$ cat src/rtl/if_id_stage_reg.sv
// IF/ID pipeline register: captures instruction and PC+4, handles stall/flush with
// stretchable bubble insertion. Optional statistics counters enabled by IF_ID_STATS_EN.
module if_id_stage_reg #(
  parameter int unsigned DATA_W      = 32,
  parameter logic [31:0] NOP_WORD    = 32'h0000_0000,
  parameter int unsigned FLUSH_DEPTH = 1,
  parameter int unsigned CNT_W       = 16
) (
  input  logic              clk,
  input  logic              rst_n,
  input  logic [DATA_W-1:0] if_instr,
  input  logic [DATA_W-1:0] if_pc_plus4,
  input  logic              if_valid,
  input  logic              stall,
  input  logic              flush,
  output logic [DATA_W-1:0] id_instr,
  output logic [DATA_W-1:0] id_pc_plus4,
  output logic              id_valid,
  output logic [5:0]        id_opcode,
  output logic [4:0]        id_rs,
  output logic [4:0]        id_rt,
  output logic [4:0]        id_rd,
  output logic [4:0]        id_shamt,
  output logic [5:0]        id_funct,
  output logic [15:0]       id_imm16,
  output logic [25:0]       id_jaddr,
  output logic              busy_bubble
`ifdef IF_ID_STATS_EN
  ,
  output logic [CNT_W-1:0]  stall_cnt,
  output logic [CNT_W-1:0]  flush_cnt
`endif
);

  localparam int unsigned BCNT_W = 3;
  localparam logic [BCNT_W-1:0] RELOAD = BCNT_W'(FLUSH_DEPTH - 1);

  generate
    if (DATA_W != 32 || FLUSH_DEPTH < 1 || FLUSH_DEPTH > 7 || CNT_W < 1) begin : g_bad_param
      $fatal(1, "if_id_stage_reg: illegal parameters (DATA_W must be 32, FLUSH_DEPTH 1..7)");
    end
  endgenerate

  typedef enum logic {RUN, BUBBLE} state_t;

  state_t            state;
  logic [BCNT_W-1:0] bcnt;

  // busy_bubble marks bubbles emitted while in the BUBBLE state
  always_ff @(posedge clk) begin
    if (!rst_n) begin
      state       <= RUN;
      bcnt        <= '0;
      id_instr    <= NOP_WORD;
      id_pc_plus4 <= '0;
      id_valid    <= 1'b0;
      busy_bubble <= 1'b0;
    end else if (flush) begin
      id_instr    <= NOP_WORD;
      id_pc_plus4 <= '0;
      id_valid    <= 1'b0;
      busy_bubble <= (state == BUBBLE);
      if (FLUSH_DEPTH > 1) begin
        bcnt  <= RELOAD;
        state <= BUBBLE;
      end
    end else if (state == BUBBLE) begin
      busy_bubble <= 1'b1;
      if (!stall) begin
        id_instr    <= NOP_WORD;
        id_pc_plus4 <= '0;
        id_valid    <= 1'b0;
        bcnt        <= bcnt - BCNT_W'(1);
        if (bcnt == BCNT_W'(1)) state <= RUN;
      end
    end else if (!stall) begin
      busy_bubble <= 1'b0;
      if (if_valid) begin
        id_instr    <= if_instr;
        id_pc_plus4 <= if_pc_plus4;
        id_valid    <= 1'b1;
      end else begin
        id_instr    <= NOP_WORD;
        id_pc_plus4 <= '0;
        id_valid    <= 1'b0;
      end
    end
  end

  assign id_opcode = id_instr[31:26];
  assign id_rs     = id_instr[25:21];
  assign id_rt     = id_instr[20:16];
  assign id_rd     = id_instr[15:11];
  assign id_shamt  = id_instr[10:6];
  assign id_funct  = id_instr[5:0];
  assign id_imm16  = id_instr[15:0];
  assign id_jaddr  = id_instr[25:0];

`ifdef IF_ID_STATS_EN
  // Saturating event counters
  always_ff @(posedge clk) begin
    if (!rst_n) begin
      stall_cnt <= '0;
      flush_cnt <= '0;
    end else begin
      if (stall && !flush && stall_cnt != '1) stall_cnt <= stall_cnt + CNT_W'(1);
      if (flush && flush_cnt != '1)           flush_cnt <= flush_cnt + CNT_W'(1);
    end
  end
`endif

endmodule
$ cat config.mk
export PLATFORM = sky130hd
export DESIGN_NAME = if_id_stage_reg
export DESIGN_NICKNAME = d
export VERILOG_FILES = /design/src/rtl/if_id_stage_reg.sv
export SDC_FILE = /design/constraint.sdc
export NUM_CORES = 1
export LEC_CHECK = 0
export ABC_CLOCK_PERIOD_IN_PS = 3300
export BUFFER_PORTS_ARGS = -buffer_cell sky130_fd_sc_hd__buf_2
export CORE_MARGIN = 2
export CORE_UTILIZATION = 30
export CTS_CLUSTER_SIZE = 28
export DETAILED_ROUTE_END_ITERATION = 12
export PLACE_DENSITY = 0.63
export SYNTH_ARGS = -nofsm -noshare
export SYNTH_HDL_FRONTEND = slang
export SYNTH_SLANG_ARGS = --single-unit
$ cat constraint.sdc
create_clock -name clk -period 3.3 [get_ports clk]
set_input_delay 0.165 -clock clk [delete_from_list [all_inputs] [get_ports clk]]
set_output_delay 0.165 -clock clk [all_outputs]
set_load 0.01 [all_outputs]
* Word level (Yosys, flattened, before mapping)
Cells that the tools add are included.
** Word-level totals
- Bits in registers :: 70
- Bits of input ports :: 69
- Output and inout port bits :: 140
- Word-level logic and storage cells :: 30
** Cells by class
- $add $sub $neg :: 1
- Equality and inequality tests :: 2
- Multiplexer cells :: 16
- Bitwise gates (word level) :: 3
- Reduce and logical (&&, ||, !) cells :: 2
** Operator list (count)
- 32-bit two-way mux :: 7
- 1-bit two-way mux :: 9
- 3-bit by 1-bit == test with 1-bit output (second input constant) :: 1
- 3-bit by 1-bit inequality test with 1-bit output (second input constant) :: 1
- 1-bit inverter :: 3
- 3-bit AND reduction :: 1
- 3-bit by 1-bit subtractor with 3-bit output (second input constant) :: 1
- 2-bit OR reduction :: 1

* Longest topological paths before layout
Gate-level depths: netlist of run 1.
- Word-level depth :: 4
- Depth in mapped cells :: 5
- Mapped depth without buffers :: 4

* Least setup slack after synthesis of run 1
No wires, ideal clock.
- Path kind :: reg-to-reg
- From :: register state
- To :: register id_instr[10]
- Library setup time :: 0.117 ns
- Arrival :: 0.982 ns
- Required time :: 3.183 ns
- Path slack :: 2.201 ns
- Cell stages (with the launch flop) :: 5
- Path buffers :: 2
- Clock period less this slack :: 1.099 ns
- Cell sequence :: dfxtp_1 -> nor3b_2 -> buf_4 -> buf_4 -> a32o_1
** Between the ends
- Longest elaborated chain between the ends :: 1
** Ends and longest elaborated chain
- start, declared :: RTL line 46 : state_t state;
- start signal, assigned :: RTL line 52 : state <= RUN;
- start signal, assigned :: RTL line 65 : state <= BUBBLE;
- start signal, assigned :: RTL line 74 : if (bcnt == BCNT_W'(1)) state <= RUN;
- 32-bit two-way mux :: RTL line 67 : end else if (state == BUBBLE) begin
- end signal, assigned :: RTL line 79 : id_instr <= if_instr;
- end, declared :: RTL line 16 : output logic [DATA_W-1:0] id_instr,
No other way between the ends.
A chain may end at the register's enable or synchronous reset.

* Worst setup path in the final report of run 1
- From :: register state
- To :: register id_pc_plus4[25]
** Between the ends
- Longest elaborated chain between the ends :: 1
** Ends and longest elaborated chain
- 32-bit two-way mux :: RTL line 67
- end signal, assigned :: RTL line 80 : id_pc_plus4 <= if_pc_plus4;
- end, declared :: RTL line 17 : output logic [DATA_W-1:0] id_pc_plus4,
No other way between the ends.

==> impl_metrics.csv, run 1 <==
group,metric,value,unit
global_routing,overflow,0,
floorplan,std_cell_rows,36,
sta,relSlewSlack,21.1,%
sta,post-route-min-period,1480,ps
floorplan,die_area,0.0107,sq mm
synthesis,synth_edf_count,0,
placed_design,placed_area,0.00346,sq mm
pwr,sw_frac_of_total,24.5,%
pwr,pwr-share-clk,39.3,%
clock_tree,path_clk_slew,80,ps
clock_tree,cts_resized,0,
worst_setup_path,cp_max_fo,65,
synthesis,synthCells,254,
pwr,power_frac_seq,51.7,%
flow_run,drv_cap,0,
synthesis,synth-async-reset-ratio,0,%
synthesis,synth_seq_cells,70,
placed_design,dp_hpwl,4.78,mm
worst_setup_path,crit_end,"id_pc_plus4[25]",
synthesis,synth.largest_area_cell,"dfxtp_1",
pwr,intPower,1.27,mW
layout,regArea,0.00140,sq mm
layout,final_nets,450,
global_routing,grt_max_degree,66,
worst_setup_path,startpoint,"state",
floorplan,start_util,30.6,%
pwr,comb_power_share,8.9,%
global_routing,antenna_found_initial,0,
route,drtAntennaViolNets,0,
route,num_vias,2394,
sta,rsz0062_at_grt,"no",
clock_tree,post_cts_buffers,0,
synthesis,yosys_warnings,0,
layout,fin_area,0.00365,sq mm
layout,diodes,0,
hold_path,hold_path_class,"input pin to flop",
sta,worst_slew_pin_slew,1180,ps
sta,holdWs,56.8,ps
clock_tree,tritoncts,"built",
global_routing,gr-usage-all-layers,11.8,%
pwr,power,1.69,mW
route,routed_via_density,4.63,
route,drtIter0Drc,49,
worst_setup_path,slowest_delay,530,ps
worst_setup_path,path_cells,"nor3b_4, buf_4, a32o_1",
sta,timing.fmax,0.673,GHz
worst_setup_path,r2r_cells,3,
synthesis,ys_seq_area_share,47.2,%
pwr,powerDensity,461,mW/mm^2
placed_design,routabilityCongestion,0.665,
global_routing,grt_pass1_wl,9.61,mm
layout,drive_above_1_share,60.4,%
clock_tree,cts_made_buffers,9,
floorplan,fp.dieH,103,microns
worst_setup_path,end_kind,"flop",
floorplan,core_area,0.00968,sq mm
route,drc,0,
sta,finalCritPeriodShare,45.0,%
floorplan,die_x,103,microns
layout,area_growth,23.1,%
route,routedWlPerCell,13.2,microns
synthesis,yosys-top-cells-area,"dfxtp_1 47%, a32o_1 22%, buf_4 20%",
pwr,ir_drop,166,uV
worst_setup_path,crit_required,3580,ps
worst_setup_path,r2r_slack,1820,ps
synthesis,synth_cell_types,20,
global_routing,grt_pass1_vias,2040,
sta,timing.final.max_slew_violations,0,
route,first_pass_iters,4,
worst_setup_path,worst_r2r_endpoint,"id_pc_plus4[25]",
sta,setup_viol,0,
layout,fillers,969,
sta,finClkSkew,3.58,ps
layout,final_cells,517,
worst_setup_path,cp-start-kind,"flop",
placed_design,io_buffers,208,
worst_setup_path,timing.rr.start,"state",
synthesis,synth_common_cells,"81 x buf_4, 70 x dfxtp_1, 64 x a32o_1, 8 x buf_6, 7 x buf_2",
sta,finalHoldViolations,0,
pwr,leakagePower,1.90,nW
worst_setup_path,crit_arrival,1760,ps
pwr,p_switching,0.412,mW
sta,setup_tns,0,ps
placed_design,place_inst,501,
clock_tree,h-tree-depth,3,
synthesis,synth_fp_nets,325,
synthesis,syn_area,0.00297,sq mm
clock_tree,worstSkewPairLatency,340,ps
synthesis,synth_most_common_cell,"buf_4",
floorplan,pin_count,209,
status,status,"completed",
clock_tree,cts_root_buf,"clkbuf_8",
layout,multiInputGateArea,830,sq um
synthesis,syn_avg_cell_area,11.7,sq um
route,wirelength,6.81,mm
synthesis,yosysTopAreaCellShare,47.2,%
clock_tree,clock_path_buffers,2,
synthesis,synth_ff_type,"dfxtp_1",
worst_setup_path,critical_path_class,"flop to flop",
clock_tree,cts.sinks,70,
clock_tree,hold_buffers,0,
worst_setup_path,crit_path_top_delay_cell,"buf_4",
[per-layer routing]
metal	GRT usage, %	up-vias	routed length (microns)
met5	0	-	0
met4	5.47	0	62
met3	4.03	5	483
met2	20.2	109	3530
met1	13.0	1148	2740
li1	-	1132	-
[sequential cells by signal (all words and copies together) (netlist names)]
| name | count |
|---|---|
| id_instr | 32 |
| bcnt | 3 |
| state | 1 |
| busy_bubble | 1 |
| id_valid | 1 |
| id_pc_plus4 | 32 |
[critical path: cells and delay by family, from the launching register on]
family	cells	cell delay, ps
AOI/OAI and AO/OA	1	260
buffers and inverters	1	530
DFF	1	380
and+or+nand+nor	1	180
[power by group through the flow]
stage | Combinational, mW | Clock [mW] | Sequential [mW]
after floorplan | 0.0957 | 0 | 0.899
after global placement | 0.151 | 0 | 0.891
after detailed placement | 0.152 | 0 | 0.892
after CTS | 0.153 | 0.699 | 0.872
after global routing | 0.168 | 0.732 | 0.875
final | 0.151 | 0.663 | 0.872
[metrics by stage]
step,worst slack (ps),utilization [%]
4_1_cts,1820,37.7
3_5_place_dp,1530,35.8
3_3_place_gp,1520,35.8
6_report,1820,37.7
5_1_grt,1740,37.7
2_1_floorplan,2200,-
[how the worst min path moves through the flow]
stage	start	endpoint	slack, ps	depth (start not counted)
2_1_floorplan	if_instr[0]	id_instr[0]	320	1
3_3_place_gp	if_pc_plus4[2]	id_pc_plus4[2]	400	2
3_5_place_dp	if_instr[10]	id_instr[10]	410	2
4_1_cts	if_pc_plus4[8]	id_pc_plus4[8]	30	2
5_1_grt	if_pc_plus4[8]	id_pc_plus4[8]	30	2
6_report	if_instr[29]	id_instr[29]	60	2
[cells in the final DEF, fill, tap and decap left out]
cell type,n
bufinv_16,1
o21a_1,2
and3b_1,1
nor2b_4,1
clkbuf_8,9
inv_1,3
dfxtp_1,70
nand2b_1,2
buf_4,2
o311a_1,1
clkinv_2,4
nor3b_1,1
a32o_1,64
mux2i_1,2
and2_1,1
ha_1,2
o221a_2,1
buf_2,208
clkinvlp_4,2
and4bb_2,1
nor3b_4,1
and3b_2,1
or2_2,1
nand2_1,3
[layout make-up]
class | count | share of cell area, %
tap | 133 | 4.55
clock inverter | 7 | 1.78
clock buffer | 9 | 3.39
multi-input combinational | 85 | 22.7
sequential | 70 | 38.4
timing repair buffer | 210 | 28.9
inverter | 3 | 0.308
[kinds of logic (layout without fill, tap and decap cells)]
group	Yosys count	after routing	synth area share [%]
and+or+nand+nor	13	13	3.37
buffers and inverters	99	229	25.1
DFF	70	70	47.2
muxes	2	2	0.675
adders and majority gates	2	2	0.843
AOI/OAI and AO/OA	68	68	22.8
No activity file was read; power rests on OpenSTA's default activity.
==> inputs of run 2 (changes only) <==
ABC_CLOCK_PERIOD_IN_PS = 1300   (was 3300)
PLACE_DENSITY = 0.65   (was 0.63)
clock period = 1.3 ns   (was 3.3 ns; I/O delays follow)
==> impl_metrics.csv, run 2 (synthesized netlist as in run 1, its figures left out) <==
group,metric,value,unit
route,dr_wl_met2,4.21,mm
pwr,ir_drop,522,uV
route,drtIter0Drc,114,
floorplan,fp.dieH,103,microns
worst_setup_path,crit_required,1580,ps
floorplan,core_area,0.00968,sq mm
worst_setup_path,path_delay_family,"flip-flops",
sta,finalHoldViolations,0,
flow_run,drv_cap,0,
worst_setup_path,crit_arrival,1460,ps
layout,final_cell_mix,"208 x buf_2, 70 x dfxtp_1, 64 x a32o_1, 64 x dlygate4sd3_1, 10 x clkbuf_8",
route,first_pass_iters,4,
global_routing,grt_pass1_wl,11.0,mm
sta,setup_viol,0,
hold_path,hold_path_class,"input pin to flop",
sta,relSlewSlack,76.2,%
worst_setup_path,critical_path_class,"flop to flop",
worst_setup_path,path_cells,"nor3b_4, buf_12, a32o_1",
sta,finClkSkew,8.74,ps
worst_setup_path,cp_max_fo,33,
placed_design,io_buffers,208,
sta,timing.final.max_slew_violations,0,
worst_setup_path,cp-start-kind,"flop",
clock_tree,hold_buffers,64,
worst_setup_path,cp_num_cells,3,
floorplan,die_area,0.0107,sq mm
floorplan,std_cell_rows,36,
sta,setup_tns,0,ps
route,dr_wl_met3,466,microns
layout,drive_above_1_share,51.8,%
worst_setup_path,timing.rr.start,"state",
clock_tree,h-tree-depth,3,
status,status,"completed",
layout,mostFrequentLayoutCell,"buf_2",
route,drc,0,
global_routing,grt_pass1_vias,2392,
pwr,sw_frac_of_total,24.1,%
pwr,intPower,3.44,mW
route,routedWlPerCell,13.3,microns
floorplan,die_x,103,microns
hold_path,hold-path-cell-count,2,
global_routing,antenna_found_initial,0,
worst_setup_path,crit_end,"id_instr[28]",
pwr,pwr-share-clk,38.8,%
pwr,leakagePower,2.19,nW
pwr,powerDensity,1040,mW/mm^2
route,wl_met1,2.95,mm
placed_design,routabilityCongestion,0.695,
global_routing,grt_max_degree,66,
clock_tree,clock_path_buffers,2,
clock_tree,path_clk_slew,80,ps
clock_tree,cts.sinks,70,
worst_setup_path,r2r_slack,130,ps
clock_tree,cts_made_buffers,9,
sta,timing.fmax,0.854,GHz
global_routing,gr-usage-all-layers,13.3,%
sta,worst_slew_pin_slew,356,ps
layout,diodes,0,
worst_setup_path,crit_buf_inv,1,
sta,post-route-min-period,1170,ps
sta,rsz0062_at_grt,"no",
pwr,power_frac_seq,48.8,%
pwr,p_switching,1.09,mW
route,drtAntennaViolNets,0,
sta,holdWs,28.0,ps
sta,finalCritPeriodShare,90.1,%
worst_setup_path,slowest_delay,370,ps
route,num_vias,2718,
clock_tree,cts_resized,0,
layout,top_regs,"id_instr x32, id_pc_plus4 x32, bcnt x3",
worst_setup_path,worst_r2r_endpoint,"id_instr[28]",
layout,area_growth,47.3,%
clock_tree,worstSkewPairLatency,340,ps
route,routed_via_density,4.66,
clock_tree,tritoncts,"built",
worst_setup_path,startpoint,"state",
pwr,comb_power_share,12.4,%
global_routing,overflow,0,
floorplan,start_util,30.6,%
worst_setup_path,end_kind,"flop",
route,maxUsedRoutingLayer,"met4",
clock_tree,cts_root_buf,"clkbuf_8",
floorplan,pin_count,209,
route,wirelength,7.73,mm
clock_tree,post_cts_buffers,0,
worst_setup_path,crit_path_top_delay_cell,"dfxtp_1",
worst_setup_path,r2r_cells,3,
layout,final_nets,516,
-- run 2: changes by cell type in the layout (fill, tap and decap cells not counted), sizes merged --
| cell | previous run | this run |
|---|---|---|
| dlygate4sd3 | 0 | 64 |
| buf | 210 | 212 |
| clkbuf | 9 | 11 |
| clkinv | 4 | 2 |
-- run 2: how the worst min path moves through the flow --
stage                               start         endpoint  slack [ps]
after floorplan               if_instr[0]      id_instr[0]         220
after global placement    if_pc_plus4[30]  id_pc_plus4[30]         300
after detailed placement     if_instr[22]     id_instr[22]         310
after CTS                           rst_n      busy_bubble           6
after global routing                rst_n      busy_bubble          30
final                               rst_n      busy_bubble          30
-- run 2: per-stage QoR --
stage	cells	util (%)	power, mW	setup slack, ps	instance area, sq um
floorplan	254	-	2.53	201	2970
global placement	503	36.4	2.67	190	3530
detailed placement	503	36.4	2.68	132	3530
CTS	583	45.1	4.62	120	4370
global route	583	45.1	4.75	72.8	4370
finish	583	45.1	4.54	129	4370
-- run 2: power by group through the flow --
stage / combinational (mW) / sequential (mW) / clock, mW
finish: 0.564 / 2.21 / 1.76
global route: 0.613 / 2.22 / 1.92
CTS: 0.562 / 2.21 / 1.84
detailed placement: 0.414 / 2.26 / 0
global placement: 0.409 / 2.26 / 0
floorplan: 0.243 / 2.28 / 0
-- run 2: area by class of cell --
| type | instances | area, sq um |
|---|---|---|
| clock inverters | 5 | 58.8 |
| flip-flops and latches | 70 | 1400 |
| well taps | 133 | 166 |
| fillers | 916 | 5310 |
| clock buffers | 11 | 141 |
| inverters | 3 | 11.3 |
| repair buffers | 276 | 1760 |
| multi-input cells | 85 | 830 |
-- run 2: metal layers --
metal  vias to the layer above  track usage, %
met5                         -               0
li1                       1269               -
met2                       139            24.3
met1                      1299            14.2
met4                         0            6.68
met3                        11            2.96
==> inputs of run 3 (changes only) <==
CORE_UTILIZATION = 37   (was 30)
PLACE_DENSITY = 0.77   (was 0.65)
==> impl_metrics.csv, run 3 (synthesized netlist as in run 1, its figures left out) <==
group,metric,value,unit
sta,setup_tns,0,ps
clock_tree,cts.sinks,70,
clock_tree,cts_resized,0,
layout,drive_above_1_share,51.9,%
pwr,ir_drop,684,uV
floorplan,die_area,0.00875,sq mm
clock_tree,h-tree-depth,3,
route,num_vias,2682,
floorplan,die_x,93.6,microns
layout,mostFrequentLayoutCell,"buf_2",
sta,post-route-min-period,1210,ps
clock_tree,cts_root_buf,"clkbuf_8",
clock_tree,tritoncts,"built",
route,wirelength,8.39,mm
pwr,leakagePower,2.21,nW
route,routed_via_density,4.85,
sta,relSlewSlack,71.0,%
layout,final_cell_mix,"208 x buf_2, 70 x dfxtp_1, 64 x a32o_1, 64 x dlygate4sd3_1, 12 x clkbuf_8",
route,routedWlPerCell,15.2,microns
worst_setup_path,cp-start-kind,"flop",
placed_design,routabilityCongestion,0.693,
sta,rsz0062_at_grt,"no",
worst_setup_path,startpoint,"state",
layout,final_nets,517,
pwr,powerDensity,1100,mW/mm^2
route,drtAntennaViolNets,0,
clock_tree,clock_path_buffers,2,
worst_setup_path,crit_required,1580,ps
placed_design,io_buffers,208,
route,drc,0,
global_routing,antenna_found_initial,0,
global_routing,grt_pass1_vias,2566,
worst_setup_path,critical_path_class,"flop to flop",
sta,timing.fmax,0.828,GHz
route,drtIter0Drc,116,
layout,final_core_util,56.1,%
global_routing,gr-usage-all-layers,18.4,%
sta,worst_slew_pin_slew,435,ps
global_routing,grt_max_degree,66,
sta,setup_viol,0,
floorplan,core_area,0.00777,sq mm
sta,timing.final.max_slew_violations,0,
global_routing,grt_pass1_wl,12.6,mm
floorplan,start_util,38.2,%
hold_path,hold_path_class,"input pin to flop",
worst_setup_path,cp_max_fo,35,
layout,top_regs,"id_instr x32, id_pc_plus4 x32, bcnt x3",
clock_tree,path_clk_slew,80,ps
layout,area_growth,46.9,%
layout,diodes,0,
global_routing,overflow,0,
sta,finalHoldViolations,0,
floorplan,pin_count,209,
placed_design,dp_hpwl,5.11,mm
flow_run,drv_cap,0,
worst_setup_path,crit_arrival,1480,ps
sta,finClkSkew,5.68,ps
worst_setup_path,end_kind,"flop",
route,first_pass_iters,4,
floorplan,std_cell_rows,32,
clock_tree,worstSkewPairLatency,340,ps
worst_setup_path,timing.rr.start,"state",
sta,finalCritPeriodShare,92.9,%
status,status,"completed",
floorplan,fp.dieH,93.6,microns
hold_path,worstHoldStart,"rst_n",
clock_tree,cts_made_buffers,9,
-- run 3: final timing paths --
check | end | slack, ps | cells after the start
worst min register to register | id_pc_plus4[30] | 460 | 1
worst max-delay path | id_pc_plus4[1] | 90 | 3
worst max register to register | id_pc_plus4[1] | 90 | 3
worst min-delay path | busy_bubble | 50 | 2
-- run 3: through the flow --
| step | area, sq um | setup WS, ps | std cells | hold slack, ps | power (mW) |
|---|---|---|---|---|---|
| after global placement | 3490 | 193 | 473 | 301 | 2.66 |
| after detailed placement | 3490 | 152 | 473 | 306 | 2.67 |
| after global routing | 4360 | 67.4 | 553 | 40.6 | 5.01 |
| after floorplan | 2970 | 201 | 254 | 219 | 2.53 |
| final | 4360 | 92.0 | 553 | 54.7 | 4.81 |
| after CTS | 4360 | 134 | 553 | 29.6 | 4.87 |
-- run 3: report_power, final --
group          leakage, nW  internal (mW)  switching [mW]
clock                0.120           1.24           0.785
sequential           0.567           2.19          0.0304
combinational         1.53          0.319           0.249
total                 2.21           3.74            1.06
-- run 3: area by class of cell --
cell class / count / area, sq um
fillers: 668 / 3410
repair buffers: 277 / 1760
flip-flops and latches: 70 / 1400
multi-input cells: 85 / 830
clock buffers: 13 / 169
well taps: 102 / 128
clock inverters: 3 / 65.1
inverters: 3 / 11.3
-- run 3: what timing repair did --
item                      4_1_cts  5_1_grt
hold endpoints to repair       64        0
buffers inserted                0        0
hold buffers                   64        0
-- run 3: worst max-delay path, cell delays in order (launching register included) --
cell     delay [ps]
dfxtp_1         380
nor3b_4         300
buf_12          230
a32o_1          220
-- run 3: metal layers --
metal	vias to the layer above	global-route usage (%)	share of wire, %
met1	1260	19.1	37
li1	1263	-	-
met2	141	34.8	53
met4	0	7.61	2.1
met5	-	0	0
met3	18	4.67	7.3
